## src/rtl/regfile_exec_seq.sv

```systemverilog
// -----------------------------------------------------------------------------
// regfile_exec_seq
//
// Purpose:
//   Execute sequencer between the instruction decoder and the register file.
//   It accepts one decoded op per valid/ready handshake and reads both source
//   operands from the register file. It computes the ALU result and writes it
//   back through the register-file write port. It is the only driver of the
//   register-file ports.
//
//   The op passes through IDLE -> READ -> EXEC -> WB -> IDLE.
//   Single-cycle ops spend one cycle in EXEC. MUL uses a shift-add loop that
//   consumes one multiplier bit per cycle, so it stays DATA_W cycles in EXEC.
//
// Parameters:
//   DATA_W  operand/result width (register-file data width)
//   ADDR_W  register address width (register-file address width)
//
// Ports:
//   clk          in   rising-edge clock, shared with the register file
//   rst_n        in   asynchronous active-low reset
//   instr_valid  in   decoded op present
//   instr_ready  out  sequencer can take an op (high only in IDLE)
//   instr_op     in   000 ADD,001 SUB,010 AND,011 OR,100 XOR,101 SHL,110 MUL,111 NOP
//   instr_rd     in   destination register
//   instr_rs     in   source A register
//   instr_rt     in   source B register
//   rdAddrA      out  register-file read address A (registered)
//   rdAddrB      out  register-file read address B (registered)
//   rdDataA      in   register-file read data A (combinational from rdAddrA)
//   rdDataB      in   register-file read data B (combinational from rdAddrB)
//   write        out  register-file write enable, one-cycle pulse in WB
//   wrAddr       out  write address, holds after WB
//   wrData       out  write data, holds after WB
//   done         out  one-cycle completion pulse, same cycle as write
//   flag_z       out  last result was zero
//   flag_c       out  ADD carry-out / SUB borrow, 0 for other ops
// -----------------------------------------------------------------------------
module regfile_exec_seq #(
  parameter int DATA_W = 16,
  parameter int ADDR_W = 3
) (
  input  logic              clk,
  input  logic              rst_n,
  input  logic              instr_valid,
  output logic              instr_ready,
  input  logic [2:0]        instr_op,
  input  logic [ADDR_W-1:0] instr_rd,
  input  logic [ADDR_W-1:0] instr_rs,
  input  logic [ADDR_W-1:0] instr_rt,
  output logic [ADDR_W-1:0] rdAddrA,
  output logic [ADDR_W-1:0] rdAddrB,
  input  logic [DATA_W-1:0] rdDataA,
  input  logic [DATA_W-1:0] rdDataB,
  output logic              write,
  output logic [ADDR_W-1:0] wrAddr,
  output logic [DATA_W-1:0] wrData,
  output logic              done,
  output logic              flag_z,
  output logic              flag_c
);

  localparam int CNT_W = (DATA_W > 1) ? $clog2(DATA_W) : 1;

  localparam logic [2:0] OP_ADD = 3'b000;
  localparam logic [2:0] OP_SUB = 3'b001;
  localparam logic [2:0] OP_AND = 3'b010;
  localparam logic [2:0] OP_OR  = 3'b011;
  localparam logic [2:0] OP_XOR = 3'b100;
  localparam logic [2:0] OP_SHL = 3'b101;
  localparam logic [2:0] OP_MUL = 3'b110;
  localparam logic [2:0] OP_NOP = 3'b111;

  typedef enum logic [1:0] {
    IDLE = 2'd0,
    READ = 2'd1,
    EXEC = 2'd2,
    WB   = 2'd3
  } state_t;

  state_t              state_q;
  logic [2:0]          op_q;
  logic [ADDR_W-1:0]   rd_q;
  logic [DATA_W-1:0]   opA_q;
  logic [DATA_W-1:0]   opB_q;
  logic [DATA_W-1:0]   acc_q;
  logic [CNT_W-1:0]    cnt_q;

  logic [ADDR_W-1:0]   rdAddrA_q;
  logic [ADDR_W-1:0]   rdAddrB_q;
  logic                write_q;
  logic [ADDR_W-1:0]   wrAddr_q;
  logic [DATA_W-1:0]   wrData_q;
  logic                done_q;
  logic                flagZ_q;
  logic                flagC_q;

  logic [DATA_W-1:0]   aluRes_d;
  logic                aluCarry_d;
  logic [DATA_W-1:0]   mulSum_d;
  logic                mulLast_d;
  logic [DATA_W-1:0]   execRes_d;
  logic                execCarry_d;
  logic                execFinish_d;

  // Every output comes straight from a register.
  assign instr_ready = (state_q == IDLE);
  assign rdAddrA     = rdAddrA_q;
  assign rdAddrB     = rdAddrB_q;
  assign write       = write_q;
  assign wrAddr      = wrAddr_q;
  assign wrData      = wrData_q;
  assign done        = done_q;
  assign flag_z      = flagZ_q;
  assign flag_c      = flagC_q;

  // Single-cycle ALU working on the operands captured in READ.
  // Sums are done one bit wider so the ADD carry-out falls out directly.
  always_comb begin
    aluRes_d   = '0;
    aluCarry_d = 1'b0;
    unique case (op_q)
      OP_ADD: {aluCarry_d, aluRes_d} = {1'b0, opA_q} + {1'b0, opB_q};
      OP_SUB: begin
        aluRes_d   = opA_q - opB_q;
        aluCarry_d = (opA_q < opB_q);
      end
      OP_AND: aluRes_d = opA_q & opB_q;
      OP_OR:  aluRes_d = opA_q | opB_q;
      OP_XOR: aluRes_d = opA_q ^ opB_q;
      OP_SHL: aluRes_d = opA_q << opB_q[3:0];
      OP_MUL: aluRes_d = '0;
      OP_NOP: aluRes_d = '0;
      default: aluRes_d = '0;
    endcase
  end

  // Shift-add multiplier step.
  // During MUL, opA_q is the multiplicand and shifts left each cycle.
  // opB_q is the multiplier and shifts right each cycle.
  // acc_q holds the partial product.
  // On the last bit the updated sum is already the final result, so it goes
  // straight to wrData without an extra cycle.
  always_comb begin
    mulSum_d     = acc_q + (opB_q[0] ? opA_q : '0);
    mulLast_d    = (cnt_q == CNT_W'(DATA_W - 1));
    execRes_d    = aluRes_d;
    execCarry_d  = aluCarry_d;
    execFinish_d = 1'b1;
    if (op_q == OP_MUL) begin
      execRes_d    = mulSum_d;
      execCarry_d  = 1'b0;
      execFinish_d = mulLast_d;
    end
  end

  // Sequencer FSM.
  // write and done default low each cycle, so they only pulse on the
  // EXEC -> WB edge and are therefore high for exactly the WB cycle.
  // The async reset also clears write, so an op that is cut off never
  // produces a partial write-back.
  // For NOP, wrAddr, wrData and the flags keep their previous values.
  always_ff @(posedge clk or negedge rst_n) begin
    if (!rst_n) begin
      state_q   <= IDLE;
      op_q      <= '0;
      rd_q      <= '0;
      opA_q     <= '0;
      opB_q     <= '0;
      acc_q     <= '0;
      cnt_q     <= '0;
      rdAddrA_q <= '0;
      rdAddrB_q <= '0;
      write_q   <= 1'b0;
      wrAddr_q  <= '0;
      wrData_q  <= '0;
      done_q    <= 1'b0;
      flagZ_q   <= 1'b0;
      flagC_q   <= 1'b0;
    end else begin
      write_q <= 1'b0;
      done_q  <= 1'b0;
      unique case (state_q)
        IDLE: begin
          if (instr_valid) begin
            op_q      <= instr_op;
            rd_q      <= instr_rd;
            rdAddrA_q <= instr_rs;
            rdAddrB_q <= instr_rt;
            state_q   <= READ;
          end
        end
        READ: begin
          opA_q   <= rdDataA;
          opB_q   <= rdDataB;
          acc_q   <= '0;
          cnt_q   <= '0;
          state_q <= EXEC;
        end
        EXEC: begin
          if (op_q == OP_MUL) begin
            acc_q <= mulSum_d;
            opA_q <= opA_q << 1;
            opB_q <= opB_q >> 1;
            cnt_q <= cnt_q + 1'b1;
          end
          if (execFinish_d) begin
            done_q  <= 1'b1;
            state_q <= WB;
            if (op_q != OP_NOP) begin
              write_q  <= 1'b1;
              wrAddr_q <= rd_q;
              wrData_q <= execRes_d;
              flagZ_q  <= (execRes_d == '0);
              flagC_q  <= execCarry_d;
            end
          end
        end
        WB: begin
          state_q <= IDLE;
        end
        default: state_q <= IDLE;
      endcase
    end
  end

endmodule
```

## config.mk

```make
export PLATFORM = sky130hd
export DESIGN_NAME = regfile_exec_seq
export DESIGN_NICKNAME = d
export VERILOG_FILES = /design/src/rtl/regfile_exec_seq.sv
export SDC_FILE = /design/constraint.sdc
export NUM_CORES = 1
export LEC_CHECK = 0
export ABC_AREA = 1
export BUFFER_PORTS_ARGS = -buffer_cell sky130_fd_sc_hd__buf_4
export CAP_MARGIN = 10
export CELL_PAD_IN_SITES_DETAIL_PLACEMENT = 1
export CELL_PAD_IN_SITES_GLOBAL_PLACEMENT = 1
export CORE_MARGIN = 5
export CORE_UTILIZATION = 47
export CTS_BUF_LIST = sky130_fd_sc_hd__clkbuf_8
export CTS_CLUSTER_SIZE = 8
export DETAILED_ROUTE_END_ITERATION = 8
export PLACE_DENSITY = 0.95
export SLEW_MARGIN = 15
export SYNTH_ARGS = -nofsm -noshare
export SYNTH_HDL_FRONTEND = slang
export SYNTH_SLANG_ARGS = --single-unit
export TNS_END_PERCENT = 100
```

## constraint.sdc

```tcl
create_clock -name clk -period 4.8 [get_ports clk]
set_input_delay 1.44 -clock clk [delete_from_list [all_inputs] [get_ports clk]]
set_output_delay 1.44 -clock clk [all_outputs]
set_load 0.1 [all_outputs]
```

After elaboration in Yosys (flattened, before gate mapping)
Cells that the tools add are included.
{"block": "op_classes", "addsub": 4, "multipliers": 0, "div": 0, "n_lt_le_gt_ge": 1, "eq_ne": 15, "shift": 1, "n_mux": 22, "bitwise_logic": 3, "n_reduce_logical": 8}
{"op": "one-hot mux 16 bit (7 select lines)", "n": 1}
{"op": "one-hot mux 16 bit (2 select lines)", "n": 3}
{"op": "two-way mux 16 bit", "n": 5}
{"op": "adder 16 x 16 -> 17 bit", "n": 1}
{"op": "adder 16 bit", "n": 1}
{"op": "AND 16 bit", "n": 1}
{"op": "zero test 16 bit", "n": 1}
{"op": "< comparator 16 bit", "n": 1}
{"op": "OR 16 bit", "n": 1}
{"op": "<< shifter 16 x 4 -> 16 bit", "n": 1}
{"op": "subtractor 16 bit", "n": 1}
{"op": "XOR 16 bit", "n": 1}
{"op": "equality test 3 bit (second input constant)", "n": 4}
{"op": "one-hot mux 2 bit (4 select lines)", "n": 1}
{"op": "one-hot mux 4 bit (2 select lines)", "n": 1}
{"op": "two-way mux 1 bit", "n": 7}
{"op": "equality test 3 x 2 -> 1 bit (second input constant)", "n": 2}
{"op": "!= test 2 bit (second input constant)", "n": 3}
{"op": "AND reduction 2 bit", "n": 3}
{"op": "adder 4 x 1 -> 4 bit (second input constant)", "n": 1}
{"op": "equality test 2 bit (second input constant)", "n": 2}
{"op": "equality test 4 bit (second input constant)", "n": 1}
{"op": "two-way mux 2 bit", "n": 2}
{"op": "two-way mux 4 bit", "n": 1}
{"op": "8 further kinds", "n": 8}
{"block": "totals", "reg_bits": 89, "latchBits": 0, "ramBits": 0, "rom_bits": 0, "input_bits": 47, "elab_cells": 69, "n_memories": 0}

Longest topological paths before layout
Gate-level depths: netlist (run 1).
{"block": "depth", "ltp_word": 4, "mapped_depth": 21, "depth_no_buf": 20}

Worst setup path before layout (run 1)
OpenSTA, ideal clock, no wires.
{"block": "synth_timing", "kind": "register -> output", "start": "register state_q[0]", "end": "output port instr_ready", "t_arrival_ps": 1262, "path_slack_ps": 2098, "path_stages_with_launch": 3, "path_cell_list": "dfrtp_1 -> inv_1 -> ha_1"}
{"block": "synth_between", "elab_chain_cells": 1}
{"element": "start: declaration", "line": "81", "rtl": "state_t state_q;"}
{"element": "start signal: assignment", "line": "165", "rtl": "state_q <= IDLE;"}
{"element": "start signal: assignment", "line": "190", "rtl": "state_q <= READ;"}
{"element": "start signal: assignment", "line": "198", "rtl": "state_q <= EXEC;"}
{"element": "zero test 2 bit", "line": "107", "rtl": "assign instr_ready = (state_q == IDLE);"}
{"element": "end: declaration", "line": "46", "rtl": "output logic instr_ready,"}
Every way passes these cells.

Worst setup path after layout (run 1)
{"block": "layout_timing", "start": "register opB_q[2]", "end": "register flagC_q, in the netlist flag_c"}
{"block": "layout_between", "elab_chain_cells": 3, "word_cells_on_any_way": 4, "classes_between": "1 x add/sub; 1 x order compare; 2 x mux"}
{"element": "start: declaration", "line": "85", "rtl": "logic [DATA_W-1:0] opB_q;"}
{"element": "start signal: assignment", "line": "195", "rtl": "opB_q <= rdDataB;"}
{"element": "start signal: assignment", "line": "204", "rtl": "opB_q <= opB_q >> 1;"}
{"element": "adder 16 x 16 -> 17 bit / < comparator 16 bit (equally long branches)", "line": "123, 126"}
{"element": "one-hot mux 1 bit (2 select lines) *", "line": "122", "rtl": "unique case (op_q)"}
{"element": "two-way mux 1 bit *", "line": "150", "rtl": "if (op_q == OP_MUL) begin"}
{"element": "end signal: assignment", "line": "215", "rtl": "flagC_q <= execCarry_d;"}
{"element": "end: declaration", "line": "96", "rtl": "logic flagC_q;"}
Every way passes the cells marked *; elsewhere a longest branch is shown, timed or not.
A chain may end at the register's enable or synchronous reset.

==> qor_table.md, run 1 <==
| Parameter | This run |
| --- | --- |
| Area Growth Syn to Fin | 10.2% |
| Total of flip-flops plus latches after synthesis | 89 |
| Setup repair after global routing missed its margin | no |
| Mapped Avg Cell Area | 6.36 µm² |
| Category of cells accounting for the largest share of critical-path delay | simple AND/OR/NAND/NOR gates |
| Max cap viols | 0 |
| Final critical-path share of the clock period | 71.4% |
| Number of nets in the layout | 1,443 |
| Wire length of the first global-routing pass | 52,300 µm |
| Cts bufs inserted | 9 |
| Fin util | 52.5% |
| Post-route antenna net violation count | 0 |
| Worst-path maximum fanout | 21 |
| Seq/Total Area, Yosys | 27.2% |
| Transition time at the pin with the least slew margin | 1240 ps |
| Routed length per placed instance | 21.3 µm |
| Library cell contributing the largest single delay on the critical path | dfrtp_1 |
| Most numerous cell on the critical path | nand2_1 |
| Crit path time final | 3430 ps |
| Port-buffer cells | 76 |
| Clock root buffer master | clkbuf_8 |
| Hold violation total from the final report | 0 |
| Share of synthesized area spent on multiplexers | 0.826% |
| Distinct cell type count of the synthesized netlist | 38 |
| Type of destination of the critical path | flop |
| Maximum buffer depth of the clock tree | 2 |
| Area occupied by multi-input gates | 5110 µm² |
| Global Route Usage Sum | 33.3% |
| Initial standard-cell utilization of the core | 47.6% |
| Ordered cell list for the critical path | inv_1, ha_1, inv_1, nand2_1, nand2_1, nand3_1, nand2_1, nand3_1, nand2_1, nand2_1, a21oi_1, nor3_1, o21ai_0, nand2_1 |
| Area share of the largest cell type after synthesis | 27.2% |
| Estimated wirelength of the detail-placed design | 26,400 µm |
| Clock tree from TritonCTS | yes |
| Critical path data required time | 5070 ps |
| Worst-Skew Late Latency | 400 ps |
| Mapped Nets | 1,404 |
| Io pins | 77 |
| Final Routed Wirelength | 33,100 µm |
| Share of the synthesized area in compound gates (AO/OA/AOI/OAI) | 13.5% |
| Post-CTS setup buffer count | 0 |
| Highest-count cells in the layout ignoring fill and taps | nand2_1, inv_1, nand3_1, nor2_1, dfrtp_1 |
| Register area | 2230 µm² |
| Count of instances resized after the clock tree is built | 0 |
| Tightest Hold Check Type | flop to flop |
| Yosys top cell by area | dfrtp_1 |
| Critical path class | flop to flop |
| Vertical die dimension | 142 µm |
| Drt pass-1 iters | 6 |
| Dominant combinational cell family by area after synthesis | simple AND/OR/NAND/NOR gates |
| Remaining Overflow, GRT | 0 |
| Buffers & Inverters on Critical Path | 2 |
| Antenna violations before repair | 0 |
| Cells after Synth | 1,286 |
| Weighted congestion at the end of routability-driven global placement | 1.03 |
| Post-synth design cell area | 8180 µm² |
| Most common cell after layout, fill and taps aside | nand2_1 |
| Violation count after the first detailed-routing iteration | 1,080 |
| Area share of xor/xnor cells in the synthesized design | 1.18% |
| Clock transition at path regs | 110 ps |
| Total setup violations reported at the end of the flow | 0 |
| Sinks on the clock net | 89 |
| Count of final max-slew check failures | 0 |
| Summed negative setup slack over all endpoints | 0 ps |
| Filler cell count in the final layout | 2,368 |
| Arrival time at the worst endpoint | 3700 ps |
| Die boundary width | 142 µm |
| Via count | 9,264 |
| Synthesis warning total | 0 |
| Status | completed |
| H-tree Lvls | 3 |
| Critical Path Source Type | flop |
| Core Box Area | 17,200 µm² |
| Die Area | 20,200 µm² |
| # placed instances | 1,539 |
| Number of global-route vias before repair | 9,416 |
| Achievable Freq | 292 MHz |
| DR DRC count | 0 |
| Standard-cell row count | 48 |
| Largest incremental delay on the critical path | 640 ps |
| Worst max-slew margin expressed relative to the limit | 16.8% |
| Synth Area in Simple Gates | 35.8% |
| Vias/cell | 5.96 |
| Cell types occupying the most area after synthesis | dfrtp_1, nand2_1, ha_1 |
| Adder-cell area share of the yosys netlist | 11.1% |
| Maximum number of pins on one net before global-route repair | 66 |
| Number of standard cells in the final layout excluding fillers | 1,555 |
| Final antenna diode count | 0 |
| Hold buffer count at cts | 0 |
| Fraction of final layout cells with drive strength greater than 1 | 9.32% |
| Worst-case clock skew | 9.15 ps |
sequential cells by signal, summed over array words and instances (netlist names):
register,flops
acc_q,16
cnt_q,4
done,1
flag_c,1
flag_z,1
opA_q,16
opB_q,16
op_q,3
rdAddrA,3
rdAddrB,3
rd_q,3
state_q,2
wrAddr,3
wrData,16
write,1
area by class of cell:
cell class / instances / share of cell area (%)
Clock buffer: 9 / 1.37
Sequential cell: 89 / 24.7
Clock inverter: 7 / 0.791
Inverter: 162 / 6.74
Multi-Input combinational cell: 984 / 56.7
Timing Repair Buffer: 79 / 6.58
Tap cell: 225 / 3.12
worst reg2reg max path: stages, from the launching register on:
cell	delay (ps)
dfrtp_1	640
inv_1	420
ha_1	570
inv_1	160
nand2_1	80
nand2_1	170
nand3_1	120
nand2_1	120
nand3_1	130
nand2_1	90
nand2_1	80
a21oi_1	140
nor3_1	50
o21ai_0	420
nand2_1	110
metrics by stage:
| step | hold slack [ps] | setup slack (ps) | cell area, µm² |
|---|---|---|---|
| global route | 527 | 1180 | 9020 |
| floorplan | 456 | 2100 | 8180 |
| finish | 501 | 1370 | 9020 |
| global placement | 464 | 1600 | 8820 |
| detailed placement | 477 | 1520 | 8820 |
| CTS | 504 | 1490 | 9020 |
metal layers:
metal | vias up | wire [µm] | share of wire [%] | GRT usage, %
li1 | 4239 | - | - | -
met1 | 4506 | 14500 | 44 | 46.6
met2 | 440 | 14800 | 45 | 52.5
met3 | 79 | 2500 | 7.5 | 4.23
met4 | 0 | 1340 | 4.0 | 13.0
met5 | - | 0 | 0 | 0
Yosys cell counts (all sizes together):
cell type / instances
nand2: 410
inv: 162
nand3: 152
nor2: 103
dfrtp: 89
o21ai: 81
ha: 68
a21oi: 65
o211ai: 34
buf: 29
clkbuf: 22
nand4: 15
and2: 7
mux2: 6
o22ai: 6
xnor2: 6
nor3: 5
xor2: 5
nand3b: 4
fa: 3
a21o: 2
o21a: 2
o21bai: 2
or2: 2
a211oi: 1
a22oi: 1
a31oi: 1
and3: 1
o2111ai: 1
o31ai: 1
logic make-up (layout without fill, tap and decap cells):
kind of cell    count (synthesis)  in the layout
simple gates                  699            699
buf+inv                       213            257
compound gates                197            197
flops                          89             89
fa+ha+maj                      71             71
xor+xnor                       11             11
mux                             6              6
worst paths after layout:
| kind | start | end | slack, ps | cells past startpoint |
|---|---|---|---|---|
| worst min register to register | wrData[7] | wrData[7] | 500 | 2 |
| worst min-delay path | wrData[7] | wrData[7] | 500 | 2 |
| worst max-delay path | opB_q[2] | flag_c | 1370 | 14 |
| worst max register to register | opB_q[2] | flag_c | 1370 | 14 |
| min in group asynchronous | rst_n | flag_c | 1090 | 1 |
| max in group asynchronous | rst_n | opB_q[7] | 2740 | 2 |
Power of run 1 is left out: the tool's default activity adds up to more than one toggle a clock period on the data nets, which glitch-free logic cannot reach.
==> inputs of run 2 (changes only) <==
--- a/config.mk
+++ b/config.mk
@@ -11,11 +11,11 @@
 export CELL_PAD_IN_SITES_DETAIL_PLACEMENT = 1
 export CELL_PAD_IN_SITES_GLOBAL_PLACEMENT = 1
 export CORE_MARGIN = 5
-export CORE_UTILIZATION = 47
+export CORE_UTILIZATION = 44
 export CTS_BUF_LIST = sky130_fd_sc_hd__clkbuf_8
 export CTS_CLUSTER_SIZE = 8
 export DETAILED_ROUTE_END_ITERATION = 8
-export PLACE_DENSITY = 0.95
+export PLACE_DENSITY = 0.9
 export SLEW_MARGIN = 15
 export SYNTH_ARGS = -nofsm -noshare
 export SYNTH_HDL_FRONTEND = slang
==> constraint.sdc (replaced) <==
create_clock -name clk -period 3.6 [get_ports clk]
set_input_delay 1.08 -clock clk [delete_from_list [all_inputs] [get_ports clk]]
set_output_delay 1.08 -clock clk [all_outputs]
set_load 0.1 [all_outputs]
==> run 2 against run 1 <==
Net effect:
- via count fell by 2.3%
- maximum frequency rose by 4.6%
- first-iteration DRC count down 23%
- sequential share of layout area shrank 0.34 points
- die area increased by 6.3%
- wire length is 1.1% lower
- critical path type unchanged
- clock skew is 6.9 ps higher
- worst hold slack got worse by 5.5 ps
- register-to-register slack lost 1000 ps
- sequential cell count did not move
==> qor_table.md, run 2 (synthesis results as in run 1) <==
| Parameter | This run | Change |
| --- | --- | --- |
| Register area | 2230 µm² | unchanged |
| Wire length of the first global-routing pass | 51,900 µm | -0.90% |
| Maximum number of pins on one net before global-route repair | 63 | -4.5% |
| Post-route antenna net violation count | 0 | unchanged |
| Worst-Skew Late Latency | 380 ps | -20 ps |
| Most common cell after layout, fill and taps aside | nand2_1 |  |
| Standard-cell row count | 49 | +2.1% |
| Weighted congestion at the end of routability-driven global placement | 1.00 | -2.5% |
| Hold buffer count at cts | 0 | unchanged |
| Io pins | 77 | unchanged |
| Status | completed |  |
| Vertical die dimension | 146 µm | +3.1% |
| Filler cell count in the final layout | 2,484 | +4.9% |
| Clock root buffer master | clkbuf_8 |  |
| Number of nets in the layout | 1,454 | +0.76% |
| Routed length per placed instance | 20.9 µm | -2.0% |
| Critical Path Source Type | flop |  |
| Summed negative setup slack over all endpoints | 0 ps | unchanged |
| Final critical-path share of the clock period | 91.0% | +20 points |
| Drt pass-1 iters | 6 | unchanged |
| Die boundary width | 146 µm | +3.1% |
| Setup repair after global routing missed its margin | no |  |
| Arrival time at the worst endpoint | 3550 ps | -150 ps |
| Tightest Hold Check Type | flop to flop |  |
| Critical path data required time | 3880 ps | -1190 ps |
| Core Box Area | 18,100 µm² | +5.7% |
| Post-CTS setup buffer count | 0 | unchanged |
| Type of destination of the critical path | flop |  |
| Sinks on the clock net | 89 | unchanged |
| Die Area | 21,400 µm² | +6.3% |
| Violation count after the first detailed-routing iteration | 829 | -23% |
| Remaining Overflow, GRT | 0 | unchanged |
| Metal3 WL | 2380 µm | -4.9% |
| Transition time at the pin with the least slew margin | 842 ps | -402 ps |
| Global Route Usage Sum | 30.4% | -2.9 points |
| Highest-count cells in the layout ignoring fill and taps | nand2_1, inv_1, nand3_1, nor2_1, dfrtp_1 |  |
| Crit path time final | 3280 ps | -151 ps |
| Final antenna diode count | 0 | unchanged |
| Count of final max-slew check failures | 0 | unchanged |
| Largest incremental delay on the critical path | 840 ps | +200 ps |
| Clock transition at path regs | 90 ps | -20 ps |
| Library cell contributing the largest single delay on the critical path | dfrtp_1 |  |
| Fraction of final layout cells with drive strength greater than 1 | 9.93% | +0.60 points |
| Vias/cell | 5.77 | -3.2% |
| Antenna violations before repair | 0 | unchanged |
| Cts bufs inserted | 9 | unchanged |
| Max cap viols | 0 | unchanged |
| Initial standard-cell utilization of the core | 45.1% | -2.5 points |
| Count of instances resized after the clock tree is built | 0 | unchanged |
| Worst-path maximum fanout | 19 | -9.5% |
| Most numerous cell on the critical path | nand2_1 |  |
| Number of global-route vias before repair | 9,178 | -2.5% |
| H-tree Lvls | 3 | unchanged |
| Clock tree from TritonCTS | yes |  |
| Area occupied by multi-input gates | 5110 µm² | unchanged |
| Final Routed Wirelength | 32,800 µm | -1.1% |
| Critical path class | flop to flop |  |
| Worst-case clock skew | 16.0 ps | +6.90 ps |
| Hold violation total from the final report | 0 | unchanged |
| Total setup violations reported at the end of the flow | 0 | unchanged |
| Estimated wirelength of the detail-placed design | 26,100 µm | -1.2% |
| Ordered cell list for the critical path | inv_2, ha_1, nand2_1, nand2_1, nand3_1, a21oi_1, nand3_1, nand2_1, nand2_1, nand3_1, nand2_1, nor2_1, nor2_1, nand2_1, nand2_1 |  |
| Via count | 9,050 | -2.3% |
| Port-buffer cells | 76 | unchanged |
| Achievable Freq | 305 MHz | +4.6% |
| Maximum buffer depth of the clock tree | 2 | unchanged |
| Max layer used | met4 |  |
| DR DRC count | 0 | unchanged |
| Area Growth Syn to Fin | 11.7% |  |
| Worst max-slew margin expressed relative to the limit | 43.7% | +27 points |
| M1 wire length | 14,900 µm | +2.9% |
| Routed met2 length | 14,600 µm | -1.7% |
==> run 2: per-layer routing <==
layer / up-vias / track usage, %
li1: 4259 / -
met4: 0 / 8.75
met3: 58 / 3.94
met1: 4383 / 44.0
met5: - / 0
met2: 350 / 47.6
==> run 2: critical path, delay by kind of cell (launching register included) <==
| family | cells | cell delay (ps) |
|---|---|---|
| compound gates | 1 | 310 |
| fa+ha+maj | 1 | 430 |
| buf+inv | 1 | 160 |
| flops | 1 | 840 |
| simple gates | 12 | 1420 |
==> run 2: per-stage QoR <==
step | utilization (%) | instance area [µm²] | hold WS, ps | std cells | setup WS [ps]
after floorplan | - | 8180 | 456 | 1286 | 1190
after global placement | 49.2 | 8940 | 467 | 1554 | 510
after detailed placement | 49.2 | 8940 | 480 | 1554 | 456
after CTS | 50.4 | 9150 | 501 | 1569 | 399
after global routing | 50.4 | 9150 | 523 | 1569 | 115
final | 50.4 | 9150 | 496 | 1569 | 324
==> run 2: final timing paths <==
check                           from         to  slack, ps  cells past startpoint
max                         opB_q[1]     flag_z        320                     15
min                        wrData[7]  wrData[7]        500                      2
max reg2reg                 opB_q[1]     flag_z        320                     15
min reg2reg                wrData[7]  wrData[7]        500                      2
max in group asynchronous      rst_n   opA_q[0]       2190                      2
min in group asynchronous      rst_n   opB_q[5]        710                      1
==> run 2: area by class of cell <==
| type | instances | share of cell area (%) |
|---|---|---|
| Clock buffer | 9 | 1.35 |
| Clock inverter | 6 | 0.930 |
| Inverter | 162 | 6.65 |
| Multi-Input combinational cell | 984 | 55.9 |
| Sequential cell | 89 | 24.4 |
| Tap cell | 229 | 3.13 |
| Timing Repair Buffer | 90 | 7.66 |
Power of run 2 is left out for the same reason.
